### src/rtl/dm_store_tracer.sv
// Store tracer: captures in-window data-memory stores into a FWFT FIFO.
// Drains through a valid/ready port; drops are counted and never stall the core.
module dm_store_tracer #(
    parameter int              N       = 64,
    parameter int              DEPTH   = 16,
    parameter longint unsigned ADDR_LO = 0,
    parameter longint unsigned ADDR_HI = 511
) (
    input  logic                       CLOCK_50,
    input  logic                       reset,
    input  logic                       DM_writeEnable,
    input  logic [N-1:0]               DM_addr,
    input  logic [N-1:0]               DM_writeData,
    input  logic                       clear,
    input  logic                       out_ready,
    output logic                       out_valid,
    output logic [N-1:0]               out_addr,
    output logic [N-1:0]               out_data,
    output logic [$clog2(DEPTH):0]     count,
    output logic                       overflow,
    output logic [15:0]                drop_count
);

    localparam int PW = $clog2(DEPTH);
    localparam int CW = PW + 1;
    localparam logic [N-1:0] LO = N'(ADDR_LO);
    localparam logic [N-1:0] HI = N'(ADDR_HI);

    logic [N-1:0]  mem_addr [DEPTH];
    logic [N-1:0]  mem_data [DEPTH];
    logic [PW-1:0] rd_ptr;
    logic [PW-1:0] wr_ptr;

    logic lo_ok;
    logic hi_ok;
    logic in_win;
    logic push_req;
    logic full;
    logic pop;
    logic push_ok;
    logic drop;

    // A zero lower bound needs no compare at all
    generate
        if (ADDR_LO == 0) begin : g_lo_open
            assign lo_ok = 1'b1;
        end else begin : g_lo_cmp
            assign lo_ok = (DM_addr >= LO);
        end
    endgenerate

    assign hi_ok    = (DM_addr <= HI);
    assign in_win   = lo_ok && hi_ok;
    assign push_req = DM_writeEnable && in_win;
    assign full     = (count == CW'(DEPTH));
    assign out_valid = (count != '0);
    assign pop      = out_valid && out_ready;
    assign push_ok  = push_req && (!full || pop);
    assign drop     = push_req && full && !pop;

    // Head comes from storage; gated so reset/empty shows zeros
    assign out_addr = out_valid ? mem_addr[rd_ptr] : '0;
    assign out_data = out_valid ? mem_data[rd_ptr] : '0;

    always_ff @(posedge CLOCK_50) begin
        if (push_ok && !clear) begin
            mem_addr[wr_ptr] <= DM_addr;
            mem_data[wr_ptr] <= DM_writeData;
        end
    end

    always_ff @(posedge CLOCK_50 or posedge reset) begin
        if (reset) begin
            rd_ptr     <= '0;
            wr_ptr     <= '0;
            count      <= '0;
            overflow   <= 1'b0;
            drop_count <= '0;
        end else if (clear) begin
            rd_ptr     <= '0;
            wr_ptr     <= '0;
            count      <= '0;
            overflow   <= 1'b0;
            drop_count <= '0;
        end else begin
            if (push_ok) begin
                wr_ptr <= wr_ptr + PW'(1);
            end
            if (pop) begin
                rd_ptr <= rd_ptr + PW'(1);
            end
            count <= count + CW'(push_ok) - CW'(pop);
            if (drop) begin
                overflow <= 1'b1;
                if (drop_count != 16'hFFFF) begin
                    drop_count <= drop_count + 16'd1;
                end
            end
        end
    end

endmodule

### config.mk
export PLATFORM = sky130hd
export DESIGN_NAME = dm_store_tracer
export DESIGN_NICKNAME = d
export VERILOG_FILES = /design/src/rtl/dm_store_tracer.sv
export SDC_FILE = /design/constraint.sdc
export NUM_CORES = 2
export LEC_CHECK = 0
export ABC_CLOCK_PERIOD_IN_PS = 12100
export BUFFER_PORTS_ARGS = -buffer_cell sky130_fd_sc_hd__buf_2
export CORE_MARGIN = 3
export CORE_UTILIZATION = 36
export CTS_BUF_LIST = sky130_fd_sc_hd__clkbuf_4
export DETAILED_ROUTE_END_ITERATION = 12
export GPL_TIMING_DRIVEN = 0
export REMOVE_ABC_BUFFERS = 1
export SYNTH_ARGS = -nofsm -noshare
export SYNTH_HDL_FRONTEND = slang
export SYNTH_SLANG_ARGS = --single-unit
### constraint.sdc
create_clock -name CLOCK_50 -period 12.1 [get_ports CLOCK_50]
set_clock_uncertainty 0.1 [all_clocks]
set_input_delay 0.605 -clock CLOCK_50 [delete_from_list [all_inputs] [get_ports CLOCK_50]]
set_output_delay 0.605 -clock CLOCK_50 [all_outputs]
set_load 0.01 [all_outputs]
### After elaboration in Yosys (flattened, before gate mapping)

Memories as Yosys holds them, arrays and structs flattened.
Cells that the tools add are included.
Widths: inputs -> output; s select.

| word-level totals | value |
|---|---|
| bits of input ports | 133 |
| register bits after elaboration | 30 |
| RAM bits | 2048 |
| memories kept | 2 |
| word-level logic and storage cells | 45 |

Memory list:

| memory | depth | width | read ports | clocked after Yosys merged registers in | wr ports | RTL line | RTL |
|---|---|---|---|---|---|---|---|
| mem_addr | 16 | 64 | 1 | 0 | 1 | 29 | `logic [N-1:0] mem_addr [DEPTH];` |
| mem_data | 16 | 64 | 1 | 0 | 1 | 30 | `logic [N-1:0] mem_data [DEPTH];` |

| operators by class | value |
|---|---|
| muxes and demuxes | 14 |
| add/subtract/negate cells | 5 |
| order comparisons | 1 |
| eq/ne operators | 2 |
| reductions and logical operators | 16 |

Operator list:

| kind | count |
|---|---|
| $mux 64 | 2 |
| $le 64x9->1 const B | 1 |
| $mux 16 | 3 |
| $add 16x1->16 const B | 1 |
| $mux 4 | 4 |
| $ne 16x16->1 const B | 1 |
| $add 4x1->4 const B | 2 |
| $reduce_bool 2->1 | 4 |
| $logic_and 1x1->1 | 6 |
| $add 5x1->5 | 1 |
| $eq 5x5->1 const B | 1 |
| $mux 5 | 1 |
| $reduce_bool 5->1 | 1 |
| $sub 5x1->5 | 1 |
| $mux 1 | 4 |
| $logic_not 1->1 | 3 |
| $reduce_and 2->1 | 1 |
| $logic_or 1x1->1 | 1 |

### Depth between registers and ports, before layout

| depth | value |
|---|---|
| depth after elaboration | 7 |
| gate-level depth with buffers | 14 |
| gate-level depth less buffers | 13 |

### Worst setup path after synthesis

No wires, ideal clock.

| timing path | value |
|---|---|
| path type | input-to-reg |
| start | input DM_addr[30] |
| end | memory mem_addr[11][0] (enable) |
| setup slack | 6.340 ns |
| stages on the path | 7 |
| arrival | 5.156 ns |
| path buffers | 1 |
| library setup time | 0.504 ns |
| cells stage by stage | nor4_1 nand4_1 or4_4 nand2b_1 clkbuf_1 nor2_1 and4b_1 |

| on the way | value |
|---|---|
| word-level cells in the longest chain between the ends | 6 |

RTL lines:

| what | RTL line | RTL |
|---|---|---|
| start: declaration | 12 | `input logic [N-1:0] DM_addr,` |
| $le 64x9->1 | 52 | `assign hi_ok = (DM_addr <= HI);` |
| $logic_and 1x1->1 | 54 | `assign push_req = DM_writeEnable && in_win;` |
| $logic_and 1x1->1 | 58 | `assign push_ok = push_req && (!full \|\| pop);` |
| $logic_and 1x1->1 | 66 | `if (push_ok && !clear) begin` |
| $mux 1 | 66 |  |
| $mux 1 (implied by the code) | 67 | `mem_addr[wr_ptr] <= DM_addr;` |
| end: declaration | 29 |  |

No other way between the ends.

### Worst setup path after layout

| timing path | value |
|---|---|
| start | register rd_ptr[0] |
| end | output out_addr[55] |

| on the way | value |
|---|---|
| word-level cells in the longest chain between the ends | 2 |

RTL lines:

| what | RTL line | RTL |
|---|---|---|
| start: declaration | 31 | `logic [PW-1:0] rd_ptr;` |
| start signal: assignment | 90 | `rd_ptr <= rd_ptr + PW'(1);` |
| $mem_v2 16x64 | -- |  |
| $mux 64 | 62 | `assign out_addr = out_valid ? mem_addr[rd_ptr] : '0;` |
| end: declaration | 17 | `output logic [N-1:0] out_addr,` |

No other way between the ends.

==> results.md <==
- Min Tclk post-route: 6800 ps
- Pwr Density: 183 mW/mm^2
- Net count reported at finish: 4233
- Top cell by count, worst path: buf_16
- Commonest non-fill, non-tap cell in the layout: edfxtp_1
- Critical Path, Cell by Cell: buf_16, buf_16, buf_16, buf_16, buf_16, buf_16, buf_16, mux4_2, mux4_2, and2_1, buf_2
- Tot Pwr: 0.0171 W
- HPWL after detailed placement: 103000 um
- Global Route Usage Sum: 0.171
- Total gr overflow: 0
- Non-filler instance count after layout: 7269
- Initial antenna violation count: 37
- Max Freq: 147 MHz
- Worst skew pair latency: 1260 ps
- Post-synth top flop: edfxtp_1
- Die Y: 475 um
- Commonest non-fill, non-tap cells in the layout: edfxtp_1, clkbuf_4, mux4_2, buf_2, dlygate4sd3_1
- Gpl congestion: 0.680
- Worst path required time: 11390 ps
- CTS tree: done
- Placed Cells: 6249
- Share of cells above drive strength 1: 0.423
- # rows: 171
- Root Driver: clkbuf_4
- Wire per inst: 26.5 um
- Worst-case vdd ir drop: 0.140 mV
- Pre-antenna DRT Iters: 5
- Hold Fails Final Rpt: 0
- CORE AREA: 0.218 mm^2
- DIE AREA: 0.226 mm^2
- Slew Limit Fails: 0
- Leak: 29.6 nW
- IO Port Bufs: 283
- DR vias/cell: 5.27
- CP peak stage delay: 950 ps
- Setup Buffers After CTS: 0
- Clock-pin slew on the worst setup and hold paths: 70 ps
- CP max FO: 40
- Maximum clock insertion buffer count: 4
- Syn avg cell area: 24.9 um^2
- Largest net degree at the start of global routing: 57
- Ys Warns: 0
- Crit. End Element: output port
- Distinct cells, synth: 44
- Kind of critical path: reg -> out
- Uppermost layer routed: met5
- Final Util: 0.430
- Final worst-path cycle share: 0.562
- Clock Sinks: 2078
- Slowest CP cell: dfrtp_4
- Post-CTS resize count: 0
- Starting DRC count in detailed routing: 3339
- Status: completed
- WP data arrival: 6100 ps
- Cells after Synth: 3188
- DRC viols: 0
- Hold_buf cts: 146
- Wl on met1: 83400 um
- Routed vias: 38300
- Max-Cap Viols: 0
- Ports: 284
- H-tree Lvls: 6
- Met3 Routed Length: 12700 um
- Worst slew margin: 0.0497
- Worst setup margin: 5300 ps
- FFs w/ async S/R, synth: 0.0144
- Worst Tran Pin Value: 1410 ps
- Met2 wire len: 93300 um
- Final setup fails: 0
- Starting Density: 0.364
- Cts bufs inserted: 544
- Vias in the first global route: 41000
- Register area share after synthesis: 0.785
- RSZ-0062 raised after global routing: false
- Final WL: 193000 um
- Top cells by area, synth: edfxtp_1, mux4_2, and2_1
- Area Growth Syn to Fin: 18.3%
- Post-synth EDFFs: 2048
- Antenna Nets Post-Route: 0
- Die width: 475 um
- Pre-CTS setup slack: 6220 ps
- Cell Area, Synth: 0.0793 mm^2
- Final TNS setup: 0 ps
- Worst Hold Class: in -> reg
- First-pass GRT wire length: 280000 um
- Yosys top cell area share: 0.775
- FF+latch count, synth: 2078
- Area leader, netlist: edfxtp_1
- Critical path launch point type: flip-flop
==> path summary, 6_finish.rpt <==
check	cells after the start	to	start	slack, ps
worst max-delay path	11	out_addr[55]	rd_ptr[0]$_DFFE_PP0P_	5300
worst min-delay path	2	mem_data[4][56]$_DFFE_PP_	DM_writeData[56]	180
worst max register to register	13	count[4]$_DFF_PP0_	count[3]$_DFF_PP0_	8290
worst min register to register	2	drop_count[7]$_DFFE_PP0P_	drop_count[7]$_DFFE_PP0P_	520
max in group asynchronous	5	drop_count[4]$_DFFE_PP0P_	reset	10940
min in group asynchronous	4	wr_ptr[2]$_DFFE_PP0P_	reset	420
==> worst max-delay path: cells and delay by family (launching register included) <==
family	cells	cell delay (ps)
muxes	2	1030
and+or+nand+nor	1	240
DFF	1	950
buffers and inverters	8	2420
==> cell usage after synthesis, types with 3 or more instances <==
| master | number |
|---|---|
| buf_2 | 47 |
| o21ai_0 | 4 |
| nand3_1 | 7 |
| nor3_1 | 3 |
| and2_1 | 130 |
| nor2b_1 | 9 |
| nor2_1 | 29 |
| inv_1 | 10 |
| nand2b_1 | 3 |
| and4_1 | 4 |
| dfrtp_1 | 30 |
| ha_1 | 11 |
| xnor2_1 | 10 |
| nor4_1 | 11 |
| nand4_1 | 9 |
| buf_1 | 12 |
| xor2_1 | 3 |
| nand2_1 | 6 |
| edfxtp_1 | 2048 |
| mux4_2 | 640 |
| clkbuf_1 | 104 |
| and3_1 | 15 |
| mux2_2 | 5 |
| a21oi_1 | 9 |
==> per-stage QoR <==
stage | area [um^2] | hold slack (ps)
after global routing | 93900 | 12.1
after detailed placement | 86100 | 391
after CTS | 93800 | 1.08
after global placement | 83700 | 397
after floorplan | 78700 | 431
final | 93900 | 180
==> per-layer routing <==
metal  global-route usage  up-vias
met3               0.0415      333
met2                0.268     1436
met5                    0        -
met4               0.0452       20
li1                     -    15900
met1                0.239    20600
==> final cells by class <==
type,instances,area [um^2]
fill,18800,124000
timing repair buffer,518,5260
sequential,2078,62300
clock inverter,59,274
antenna,18,45.0
clock buffer,796,5980
multi-input combinational,936,16500
inverter,10,37.5
tap,2854,3570
==> where the power goes <==
group          switching, W  leakage [nW]  internal, W
sequential        0.0000598          18.8      0.00791
combinational       0.00170          6.97      0.00180
clock               0.00267          3.82      0.00301
==> state kept, by name, indices dropped and copies added, names as in the netlist <==
register    count
mem_addr     1024
drop_count     16
mem_data     1024
overflow        1
count           5
rd_ptr          4
wr_ptr          4
==> kinds of logic after synthesis <==
family,after synthesis,share of synthesized area
mux,648,0.183
simple gates,245,0.0189
xor+xnor,13,0.00144
flops,2078,0.785
compound gates,18,0.00129
buf+inv,174,0.00907
fa+ha+maj,12,0.00199
No activity file was read; power rests on OpenSTA's default activity.
